File: config.mk
export PLATFORM = sky130hd
export DESIGN_NAME = alu_mext_flat
export DESIGN_NICKNAME = d
export VERILOG_FILES = /design/src/rtl/alu_mext_pkg.sv /design/src/rtl/alu_mext_if.sv /design/src/rtl/alu_mext_muldiv_iter.sv /design/src/rtl/alu_mext.sv /design/src/flat_wrapper.sv
export SDC_FILE = /design/constraint.sdc
export NUM_CORES = 1
export LEC_CHECK = 0
export ABC_AREA = 0
export CAP_MARGIN = 5
export CORE_UTILIZATION = 44
export CTS_CLUSTER_SIZE = 25
export DETAILED_ROUTE_END_ITERATION = 12
export PLACE_DENSITY = 0.67
export RECOVER_POWER = 100
export SLEW_MARGIN = 15
export SYNTH_ARGS = -nofsm -noshare
export SYNTH_HDL_FRONTEND = slang
export SYNTH_SLANG_ARGS = --single-unit
File: constraint.sdc
create_clock -name clk -period 19 [get_ports clk]
set_input_delay 3.8 -clock clk [delete_from_list [all_inputs] [get_ports clk]]
set_output_delay 3.8 -clock clk [all_outputs]
set_load 0.005 [all_outputs]
File: src/rtl/alu_mext_pkg.sv
// alu_pkg: alu_sel encodings, FSM states and the iterative-op classifier (honours ALU_FAST_MUL_EN)
package alu_pkg;
  localparam logic [4:0] ALU_ADD = 5'd0;
  localparam logic [4:0] ALU_SUB = 5'd1;
  localparam logic [4:0] ALU_SLL = 5'd2;
  localparam logic [4:0] ALU_SLT = 5'd3;
  localparam logic [4:0] ALU_SLTU = 5'd4;
  localparam logic [4:0] ALU_XOR = 5'd5;
  localparam logic [4:0] ALU_SRL = 5'd6;
  localparam logic [4:0] ALU_SRA = 5'd7;
  localparam logic [4:0] ALU_OR = 5'd8;
  localparam logic [4:0] ALU_AND = 5'd9;
  localparam logic [4:0] ALU_B_OUT = 5'd11;
  localparam logic [4:0] ALU_MUL = 5'd16;
  localparam logic [4:0] ALU_MULH = 5'd17;
  localparam logic [4:0] ALU_MULHSU = 5'd18;
  localparam logic [4:0] ALU_MULHU = 5'd19;
  localparam logic [4:0] ALU_DIV = 5'd20;
  localparam logic [4:0] ALU_DIVU = 5'd21;
  localparam logic [4:0] ALU_REM = 5'd22;
  localparam logic [4:0] ALU_REMU = 5'd23;
  typedef enum logic [1:0] {IDLE, BUSY, DONE} state_e;
  function automatic logic is_iterative(input logic [4:0] op);
`ifdef ALU_FAST_MUL_EN
    return op[4:2] == 3'b101;
`else
    return op[4:3] == 2'b10;
`endif
  endfunction
endpackage

File: src/rtl/alu_mext_if.sv
// alu_mext_if: request/response handshake bundle between the execute stage and alu_mext
interface alu_mext_if #(parameter int XLEN = 32);
  logic in_valid;
  logic in_ready;
  logic [4:0] alu_sel;
  logic [XLEN-1:0] data_a;
  logic [XLEN-1:0] data_b;
  logic out_valid;
  logic out_ready;
  logic [XLEN-1:0] alu_out;
  modport master (output in_valid, alu_sel, data_a, data_b, out_ready, input in_ready, out_valid, alu_out);
  modport slave (input in_valid, alu_sel, data_a, data_b, out_ready, output in_ready, out_valid, alu_out);
endinterface

File: src/rtl/alu_mext_muldiv_iter.sv
// alu_muldiv_iter: one-bit-per-cycle shift-add multiplier and restoring divider on magnitudes, sign fixed on the last step
module alu_muldiv_iter
  import alu_pkg::*;
#(
  parameter int XLEN = 32
) (
  input  logic            clk,
  input  logic            rst,
  input  logic            start,
  input  logic            busy,
  input  logic [4:0]      op,
  input  logic [XLEN-1:0] a,
  input  logic [XLEN-1:0] b,
  output logic            last,
  output logic [XLEN-1:0] result
);
  localparam int CW = $clog2(XLEN);
  logic [4:0] op_q;
  logic neg_q, rneg_q, sa, sb, mul_op, start_mul;
  logic [CW-1:0] cnt;
  logic [XLEN-1:0] d_q, hi_q, lo_q, ma, mb, hi_n, lo_n, quo, rem;
  logic [XLEN:0] sum, r_sh, diff;
  logic [2*XLEN-1:0] prod;
  assign sa = a[XLEN-1] && (op == ALU_MULH || op == ALU_MULHSU || op == ALU_DIV || op == ALU_REM);
  assign sb = b[XLEN-1] && (op == ALU_MULH || op == ALU_DIV || op == ALU_REM);
  assign ma = sa ? -a : a;
  assign mb = sb ? -b : b;
  assign start_mul = op[4:2] == 3'b100;
  assign mul_op = op_q[4:2] == 3'b100;
  assign sum = {1'b0, hi_q} + (lo_q[0] ? {1'b0, d_q} : '0);
  assign r_sh = {hi_q, lo_q[XLEN-1]};
  assign diff = r_sh - {1'b0, d_q};
  assign hi_n = mul_op ? sum[XLEN:1] : (diff[XLEN] ? r_sh[XLEN-1:0] : diff[XLEN-1:0]);
  assign lo_n = mul_op ? {sum[0], lo_q[XLEN-1:1]} : {lo_q[XLEN-2:0], !diff[XLEN]};
  assign prod = neg_q ? -{hi_n, lo_n} : {hi_n, lo_n};
  assign quo = neg_q ? -lo_n : lo_n;
  assign rem = rneg_q ? -hi_n : hi_n;
  assign result = mul_op ? (op_q == ALU_MUL ? prod[XLEN-1:0] : prod[2*XLEN-1:XLEN]) : (op_q[1] ? rem : quo);
  assign last = cnt == CW'(XLEN - 1);
  always_ff @(posedge clk) begin
    if (rst) begin
      op_q <= '0;
      neg_q <= 1'b0;
      rneg_q <= 1'b0;
      cnt <= '0;
      d_q <= '0;
      hi_q <= '0;
      lo_q <= '0;
    end else if (start) begin
      op_q <= op;
      neg_q <= sa ^ sb;
      rneg_q <= sa;
      cnt <= '0;
      d_q <= start_mul ? ma : mb;
      hi_q <= '0;
      lo_q <= start_mul ? mb : ma;
    end else if (busy) begin
      hi_q <= hi_n;
      lo_q <= lo_n;
      cnt <= cnt + 1'b1;
    end
  end
endmodule

File: src/rtl/alu_mext.sv
// alu_mext: handshaked RV32/64 ALU with M extension; ALU_FAST_MUL_EN selects a single-cycle multiplier
module alu_mext
  import alu_pkg::*;
#(
  parameter int XLEN = 32,
  parameter int SHAMT_W = $clog2(XLEN)
) (
  input logic clk,
  input logic rst,
  alu_mext_if.slave bus
);
  state_e state, state_n;
  logic [XLEN-1:0] a, b, base, iter_res, out_q;
  logic [SHAMT_W-1:0] sh;
  logic [4:0] op;
  logic accept, iter, early, last, is_div, ovf;
  assign a = bus.data_a;
  assign b = bus.data_b;
  assign op = bus.alu_sel;
  assign sh = b[SHAMT_W-1:0];
  assign is_div = op[4:2] == 3'b101;
  assign ovf = !op[0] && a == {1'b1, {(XLEN-1){1'b0}}} && &b;
  assign early = is_div && (b == '0 || ovf);
  assign iter = is_iterative(op) && !early;
  assign bus.in_ready = state == IDLE || (state == DONE && bus.out_ready);
  assign accept = bus.in_valid && bus.in_ready;
  assign bus.out_valid = state == DONE;
  assign bus.alu_out = out_q;
`ifdef ALU_FAST_MUL_EN
  logic [2*XLEN-1:0] prod;
  assign prod = {{XLEN{a[XLEN-1] & (op == ALU_MULH || op == ALU_MULHSU)}}, a} * {{XLEN{b[XLEN-1] & (op == ALU_MULH)}}, b};
`endif
  always_comb begin
    base = '0;
    case (op)
      ALU_ADD: base = a + b;
      ALU_SUB: base = a - b;
      ALU_SLL: base = a << sh;
      ALU_SLT: base = {{(XLEN-1){1'b0}}, $signed(a) < $signed(b)};
      ALU_SLTU: base = {{(XLEN-1){1'b0}}, a < b};
      ALU_XOR: base = a ^ b;
      ALU_SRL: base = a >> sh;
      ALU_SRA: base = $signed(a) >>> sh;
      ALU_OR: base = a | b;
      ALU_AND: base = a & b;
      ALU_B_OUT: base = b;
      ALU_DIV, ALU_DIVU, ALU_REM, ALU_REMU: base = b == '0 ? (op[1] ? a : '1) : (op[1] ? '0 : a);
`ifdef ALU_FAST_MUL_EN
      ALU_MUL: base = prod[XLEN-1:0];
      ALU_MULH, ALU_MULHSU, ALU_MULHU: base = prod[2*XLEN-1:XLEN];
`endif
      default: base = '0;
    endcase
  end
  always_comb begin
    state_n = accept ? (iter ? BUSY : DONE) : state == BUSY ? (last ? DONE : BUSY) : (state == DONE && bus.out_ready) ? IDLE : state;
  end
  always_ff @(posedge clk) begin
    if (rst) begin
      state <= IDLE;
      out_q <= '0;
    end else begin
      state <= state_n;
      if (accept && !iter) out_q <= base;
      else if (state == BUSY && last) out_q <= iter_res;
    end
  end
  alu_muldiv_iter #(.XLEN(XLEN)) u_iter (
    .clk(clk),
    .rst(rst),
    .start(accept && iter),
    .busy(state == BUSY),
    .op(op),
    .a(a),
    .b(b),
    .last(last),
    .result(iter_res)
  );
endmodule

File: src/flat_wrapper.sv
// flat-port wrapper written by rule: the top's interface ports become plain ports
module alu_mext_flat import alu_pkg::*;
#(
  parameter int XLEN = 32,
  parameter int SHAMT_W = $clog2(XLEN)
)
  (clk, rst, bus_in_valid, bus_alu_sel, bus_data_a, bus_data_b, bus_out_ready, bus_in_ready, bus_out_valid, bus_alu_out);
  alu_mext_if #(.XLEN(XLEN)) bus_i ();
  input logic clk;
  input logic rst;
  input wire logic [$bits(bus_i.in_valid)-1:0] bus_in_valid;
  input wire logic [$bits(bus_i.alu_sel)-1:0] bus_alu_sel;
  input wire logic [$bits(bus_i.data_a)-1:0] bus_data_a;
  input wire logic [$bits(bus_i.data_b)-1:0] bus_data_b;
  input wire logic [$bits(bus_i.out_ready)-1:0] bus_out_ready;
  output wire logic [$bits(bus_i.in_ready)-1:0] bus_in_ready;
  output wire logic [$bits(bus_i.out_valid)-1:0] bus_out_valid;
  output wire logic [$bits(bus_i.alu_out)-1:0] bus_alu_out;
  assign bus_i.in_valid = bus_in_valid;
  assign bus_i.alu_sel = bus_alu_sel;
  assign bus_i.data_a = bus_data_a;
  assign bus_i.data_b = bus_data_b;
  assign bus_i.out_ready = bus_out_ready;
  assign bus_in_ready = bus_i.in_ready;
  assign bus_out_valid = bus_i.out_valid;
  assign bus_alu_out = bus_i.alu_out;
  alu_mext #(.XLEN(XLEN), .SHAMT_W(SHAMT_W)) u_core (.clk(clk), .rst(rst), .bus(bus_i));
endmodule
==> flow_summary.json, run 1 <==
{
  "status": "finished, violations left",
  "violations": "capacitance limit, slew limit",
  "synth_most_common_cell": "nor2_1",
  "via_per_inst": 6.641,
  "grt_overflow_total": 0,
  "yosys-top-cells-count": "nor2_1 (473), nand2_1 (443), a21oi_1 (393), o21ai_0 (288), clkbuf_1 (218)",
  "tritoncts": "yes",
  "grt_pass1_wl_mm": 160.0,
  "yosysSeqAreaShare_pct": 11.81,
  "drv_slew": 259,
  "fin_nets": 3860,
  "hold_buffers": 0,
  "synthFlopType": "dfxtp_1",
  "routedWlPerCell_um": 24.40,
  "syn_to_final_growth_pct": 8.150,
  "drc": 0,
  "yosys.area_share.simple_pct": 24.89,
  "multi_input_area_um2": 19620,
  "synth_top_family_by_area": "compound AO/OA/AOI/OAI gates",
  "synth_adder_area_share_pct": 9.065,
  "start_util_pct": 44.64,
  "regArea_um2": 2844,
  "gp_congestion": 1.065,
  "cts_htree_levels": 4,
  "die_w_um": 235.9,
  "setup_viol": 0,
  "fill_cells": 5670,
  "root_buffer": "clkbuf_16",
  "worst_hold_slack_ns": 0.4687,
  "ios": 107,
  "dp_hpwl_mm": 81.20,
  "fp.dieH_um": 235.9,
  "ctsResizeCount": 0,
  "fin_skew_ns": 0.01060,
  "clock.fmax_mhz": 73.09,
  "first_pass_iters": 7,
  "grt_pass1_vias": 25840,
  "syn_area_um2": 24070,
  "critPathCaptureType": "flop",
  "cp_max_fo": 65,
  "p_per_area_nw_per_um2": 71.52,
  "fin_crit_ns": 13.68,
  "synth-async-reset-ratio_pct": 0,
  "tns_ns": 0,
  "drv_cap": 5,
  "p_leak_nw": 9.962,
  "hold_path_class": "flop to flop",
  "criticalPathCategory": "input port to flop",
  "grtUsageTotal_pct": 36.95,
  "drtIter0Drc": 4301,
  "antenna_found_initial": 1,
  "fp.dieArea_um2": 55650,
  "synth_top_area_share_pct": 11.81,
  "ant_nets": 0,
  "start_kind": "input port",
  "core_region_area_um2": 53920,
  "cts_buffers": 17,
  "ir_worst_vdd_mv": 0.05321,
  "hold_viol": 0,
  "wl_mm": 105.5,
  "drive_gt1_share_pct": 4.465,
  "max-clock-path-buffers": 2,
  "synth-xor-area-share_pct": 6.840,
  "port-buffer-count": 106,
  "clock_latency_ns": 0.46,
  "synth.area.mux_share_pct": 6.014,
  "ys_ff_latch": 142,
  "syn_inst": 3706,
  "yosysTopAreaCell": "dfxtp_1",
  "grt_max_degree": 97,
  "tightest_slew_ns": 3.263,
  "via_count": 28720,
  "cp_data_arrival_time_ns": 14.06,
  "synth_compound_area_share_pct": 34.46,
  "synth-edff-count": 0,
  "synth_area_leaders": "dfxtp_1 (12%), ha_1 (8.7%), a21oi_1 (8.2%), nor2_1 (7.4%), nand2_1 (6.9%)",
  "syn-mean-instance-area_um2": 6.495,
  "rsz0062_at_grt": "false",
  "min_period_over_period_pct": 72.00,
  "ys_types": 93,
  "synth_warnings": 0,
  "rows": 85,
  "synth_nets": 3951,
  "worstPathRequired_ns": 19.38,
  "cts.sink_count": 142,
  "relSlewSlack_pct": -117.5,
  "post-cts-setup-buffers": 0,
  "clk_pin_slew_ns": 0.06
}
## flip-flops by register name (all words and copies together) (netlist names)
| name | count |
|---|---|
| u_core.state | 2 |
| u_core.u_iter.cnt | 5 |
| u_core.u_iter.op_q | 5 |
| u_core.u_iter.neg_q | 1 |
| u_core.u_iter.d_q | 32 |
| u_core.u_iter.lo_q | 32 |
| u_core.u_iter.hi_q | 32 |
| u_core.u_iter.rneg_q | 1 |
| u_core.bus.alu_out | 32 |
## final timing paths
check                                      startpoint                                 end  slack [ns]  depth (start not counted)
hold reg to reg     u_core.u_iter.cnt[4]$_SDFFE_PP0P_   u_core.u_iter.cnt[4]$_SDFFE_PP0P_        0.47                          2
hold / removal      u_core.u_iter.cnt[4]$_SDFFE_PP0P_   u_core.u_iter.cnt[4]$_SDFFE_PP0P_        0.47                          2
setup / recovery                        bus_data_b[1]  u_core.u_iter.lo_q[6]$_SDFFE_PP0P_        5.32                         17
setup reg to reg  u_core.u_iter.lo_q[31]$_SDFFE_PP0P_  u_core.bus.alu_out[2]$_SDFFE_PP0P_       11.70                         25
## routing by layer
layer | vias up | part of all wire [%] | global-route usage [%]
li1 | 13280 | - | -
met1 | 13310 | 41 | 48.67
met2 | 1790 | 43 | 57.75
met3 | 347 | 9.9 | 5.489
met4 | 0 | 6.0 | 20.22
met5 | - | 0 | 0
## critical path, stage by stage
cell	delay (ns)
buf_2	0.09
clkbuf_1	0.84
clkinv_1	0.16
clkbuf_1	2.31
ha_1	0.57
and4_1	0.26
nand2_1	0.17
nor3_1	0.34
and4_2	0.26
clkbuf_1	1.99
o21bai_1	0.31
a21oi_1	0.13
and3_2	0.25
clkbuf_1	0.90
nor2_1	1.21
a221oi_1	0.23
nor2_1	0.16
## logic make-up after synthesis
| group | Yosys count |
|---|---|
| mux | 132 |
| buf+inv | 437 |
| simple gates | 1332 |
| compound gates | 1303 |
| xor+xnor | 188 |
| flops | 142 |
| fa+ha+maj | 172 |
## where the power goes
part | internal [mW] | total [mW] | switching [mW] | leakage [nW]
registers | 0.315 | 0.340 | 0.0246 | 1.16
logic | 0.386 | 1.15 | 0.765 | 8.49
clock network | 0.230 | 0.371 | 0.141 | 0.312
total | 0.932 | 1.86 | 0.930 | 9.96
## through the flow
stage | worst slack [ns] | cells | power (mW) | util (%) | area, um^2
floorplan | 10.43 | 3706 | 1.117 | - | 24070
global placement | 9.367 | 4292 | 1.456 | 47.14 | 25420
detailed placement | 9.245 | 4292 | 1.454 | 47.14 | 25420
CTS | 9.688 | 4324 | 1.829 | 48.32 | 26060
global route | 4.655 | 4324 | 1.959 | 48.28 | 26030
finish | 5.319 | 4325 | 1.862 | 48.28 | 26030
## layout by cell type (no fill, tap or decap), types with 84 or more instances in the layout
| cell type | synthesis | final |
|---|---|---|
| o211ai_1 | 100 | 100 |
| mux2i_1 | 112 | 112 |
| o21ai_0 | 288 | 288 |
| ha_1 | 168 | 168 |
| xnor2_1 | 126 | 126 |
| a21oi_1 | 393 | 393 |
| nor3_1 | 87 | 84 |
| inv_1 | 161 | 160 |
| dfxtp_1 | 142 | 141 |
| nand2_1 | 443 | 443 |
| nor2_1 | 473 | 467 |
## cell type report
type / count / area share (%)
Timing Repair Buffer: 162 / 5.551
Antenna cell: 1 / 0.009612
Clock buffer: 23 / 1.836
Tap cell: 696 / 3.345
Sequential cell: 142 / 10.92
Multi-Input combinational cell: 3127 / 75.35
Inverter: 165 / 2.379
Clock inverter: 9 / 0.6008
(Power assumes the default switching activity.)
==> inputs of run 2 (changes only) <==
==> constraint.sdc (replaced) <==
create_clock -name clk -period 13.8 [get_ports clk]
set_input_delay 2.76 -clock clk [delete_from_list [all_inputs] [get_ports clk]]
set_output_delay 2.76 -clock clk [all_outputs]
set_load 0.005 [all_outputs]
==> run 2 against run 1 <==
The run still ends with capacitance limit, slew limit left. Utilization grew 0.053 points. Via count increased by 0.19%. Global-route usage down 0.66 points. Critical path depth unchanged. Clock power up 43%. Critical path type unchanged. Largest cell class unchanged.
==> flow_summary.json, run 2 (synthesis results as in run 1) <==
{
  "grtUsageTotal_pct": 36.29,
  "grt_overflow_total": 0,
  "grt_max_degree": 97,
  "crit_slowest_cell": "clkbuf_1",
  "clk_pin_slew_ns": 0.06,
  "wl_mm": 105.2,
  "fp.dieH_um": 235.9,
  "cts_buffers": 17,
  "routedWlPerCell_um": 24.34,
  "place_area_um2": 25410,
  "syn_to_final_growth_pct": 8.270,
  "total_power_mw": 2.577,
  "slowest_delay_ns": 2.12,
  "cts.sink_count": 142,
  "cts_htree_levels": 4,
  "port-buffer-count": 106,
  "rsz0062_at_grt": "false",
  "grt_pass1_vias": 25570,
  "ctsResizeCount": 0,
  "drc": 0,
  "fin_crit_ns": 10.80,
  "dp_hpwl_mm": 80.52,
  "first_pass_iters": 7,
  "tritoncts": "yes",
  "ir_worst_vdd_mv": 0.08153,
  "critPathCaptureType": "flop",
  "drv_slew": 99,
  "setup_viol": 0,
  "cp_top_family": "simple AND/OR/NAND/NOR gates",
  "fin_skew_ns": 0.008872,
  "worstPathRequired_ns": 14.18,
  "status": "finished, violations left",
  "relSlewSlack_pct": -100.6,
  "cp_data_arrival_time_ns": 11.18,
  "clock_latency_ns": 0.45,
  "start_util_pct": 44.64,
  "fin_area_um2": 26060,
  "fin_nets": 3858,
  "cp_common_cell": "clkbuf_1",
  "rows": 85,
  "p_per_area_nw_per_um2": 98.89,
  "hold_path_class": "flop to flop",
  "tns_ns": 0,
  "via_count": 28780,
  "hold_viol": 0,
  "layout_common_cells": "nor2_1 (467), nand2_1 (443), a21oi_1 (393)",
  "tightest_slew_ns": 3.009,
  "ios": 107,
  "post-cts-setup-buffers": 0,
  "pre_cts_ws_ns": 4.946,
  "fp.dieArea_um2": 55650,
  "crit_chain": "dlygate4sd3_1, or4_1, nor4_1, nand2_1, nor3_1, and4_2, clkbuf_1, o21bai_1, a21oi_1, nor2_1, clkbuf_1, and3_1, o21ai_0, o311ai_0, a31oi_1, o211a_1, o22ai_1",
  "ant_nets": 0,
  "cp_max_fo": 65,
  "criticalPathCategory": "input port to flop",
  "max-clock-path-buffers": 2,
  "min_period_over_period_pct": 78.27,
  "clock.fmax_mhz": 92.58,
  "start_kind": "input port",
  "root_buffer": "clkbuf_16",
  "setup_ws_ns": 2.999,
  "p_leak_nw": 9.980,
  "drv_cap": 2,
  "grt_pass1_wl_mm": 157.1,
  "worst_hold_slack_ns": 0.4749,
  "antenna_found_initial": 3,
  "multi_input_area_um2": 19620,
  "regArea_um2": 2844,
  "fill_cells": 5680,
  "gp_congestion": 1.058,
  "crit_buf_inv": 3,
  "core_region_area_um2": 53920,
  "violations": "capacitance limit, slew limit",
  "hold_buffers": 0,
  "drive_gt1_share_pct": 4.552,
  "layout_commonest_cell": "nor2_1",
  "drtIter0Drc": 4056,
  "via_per_inst": 6.658,
  "die_w_um": 235.9
}
## run 2: tightest hold or removal path, cell delays in order, from the launching register on
cell and delay, ns:
dfxtp_1 0.33, nand2_1 0.06, a21oi_1 0.05
## run 2: area by class of cell
| cell class | count | share of cell area [%] |
|---|---|---|
| Multi-Input combinational cell | 3127 | 75.29 |
| Sequential cell | 142 | 10.91 |
| Timing Repair Buffer | 160 | 5.516 |
| Tap cell | 696 | 3.341 |
| Inverter | 165 | 2.376 |
| Clock buffer | 22 | 1.858 |
| Clock inverter | 9 | 0.6961 |
| Antenna cell | 1 | 0.009602 |
## run 2: worst paths after layout
path | slack (ns) | cells past startpoint | start | end
max | 3.00 | 17 | bus_data_b[8] | u_core.bus.alu_out[25]$_SDFFE_PP0P_
min | 0.47 | 2 | u_core.u_iter.d_q[2]$_SDFFE_PP0P_ | u_core.u_iter.d_q[2]$_SDFFE_PP0P_
max reg2reg | 6.52 | 25 | u_core.u_iter.lo_q[31]$_SDFFE_PP0P_ | u_core.bus.alu_out[6]$_SDFFE_PP0P_
min reg2reg | 0.47 | 2 | u_core.u_iter.d_q[2]$_SDFFE_PP0P_ | u_core.u_iter.d_q[2]$_SDFFE_PP0P_
## run 2: per-stage QoR
| stage | util, % | instances |
|---|---|---|
| global placement | 47.12 | 4290 |
| finish | 48.34 | 4322 |
| floorplan | - | 3706 |
| CTS | 48.35 | 4321 |
| global route | 48.34 | 4322 |
| detailed placement | 47.12 | 4290 |
## run 2: routing by layer
| metal | vias up | share of wire (%) | GRT usage (%) |
|---|---|---|---|
| met2 | 1775 | 43 | 56.74 |
| li1 | 13280 | - | - |
| met4 | 0 | 6.2 | 20.06 |
| met3 | 338 | 9.8 | 5.114 |
| met5 | - | 0 | 0 |
| met1 | 13390 | 41 | 47.87 |
## run 2: report_power, final
group / total (mW) / internal [mW] / switching, mW / leakage [nW]
logic: 1.58 / 0.530 / 1.05 / 8.50
registers: 0.468 / 0.434 / 0.0334 / 1.16
clock network: 0.532 / 0.339 / 0.192 / 0.326
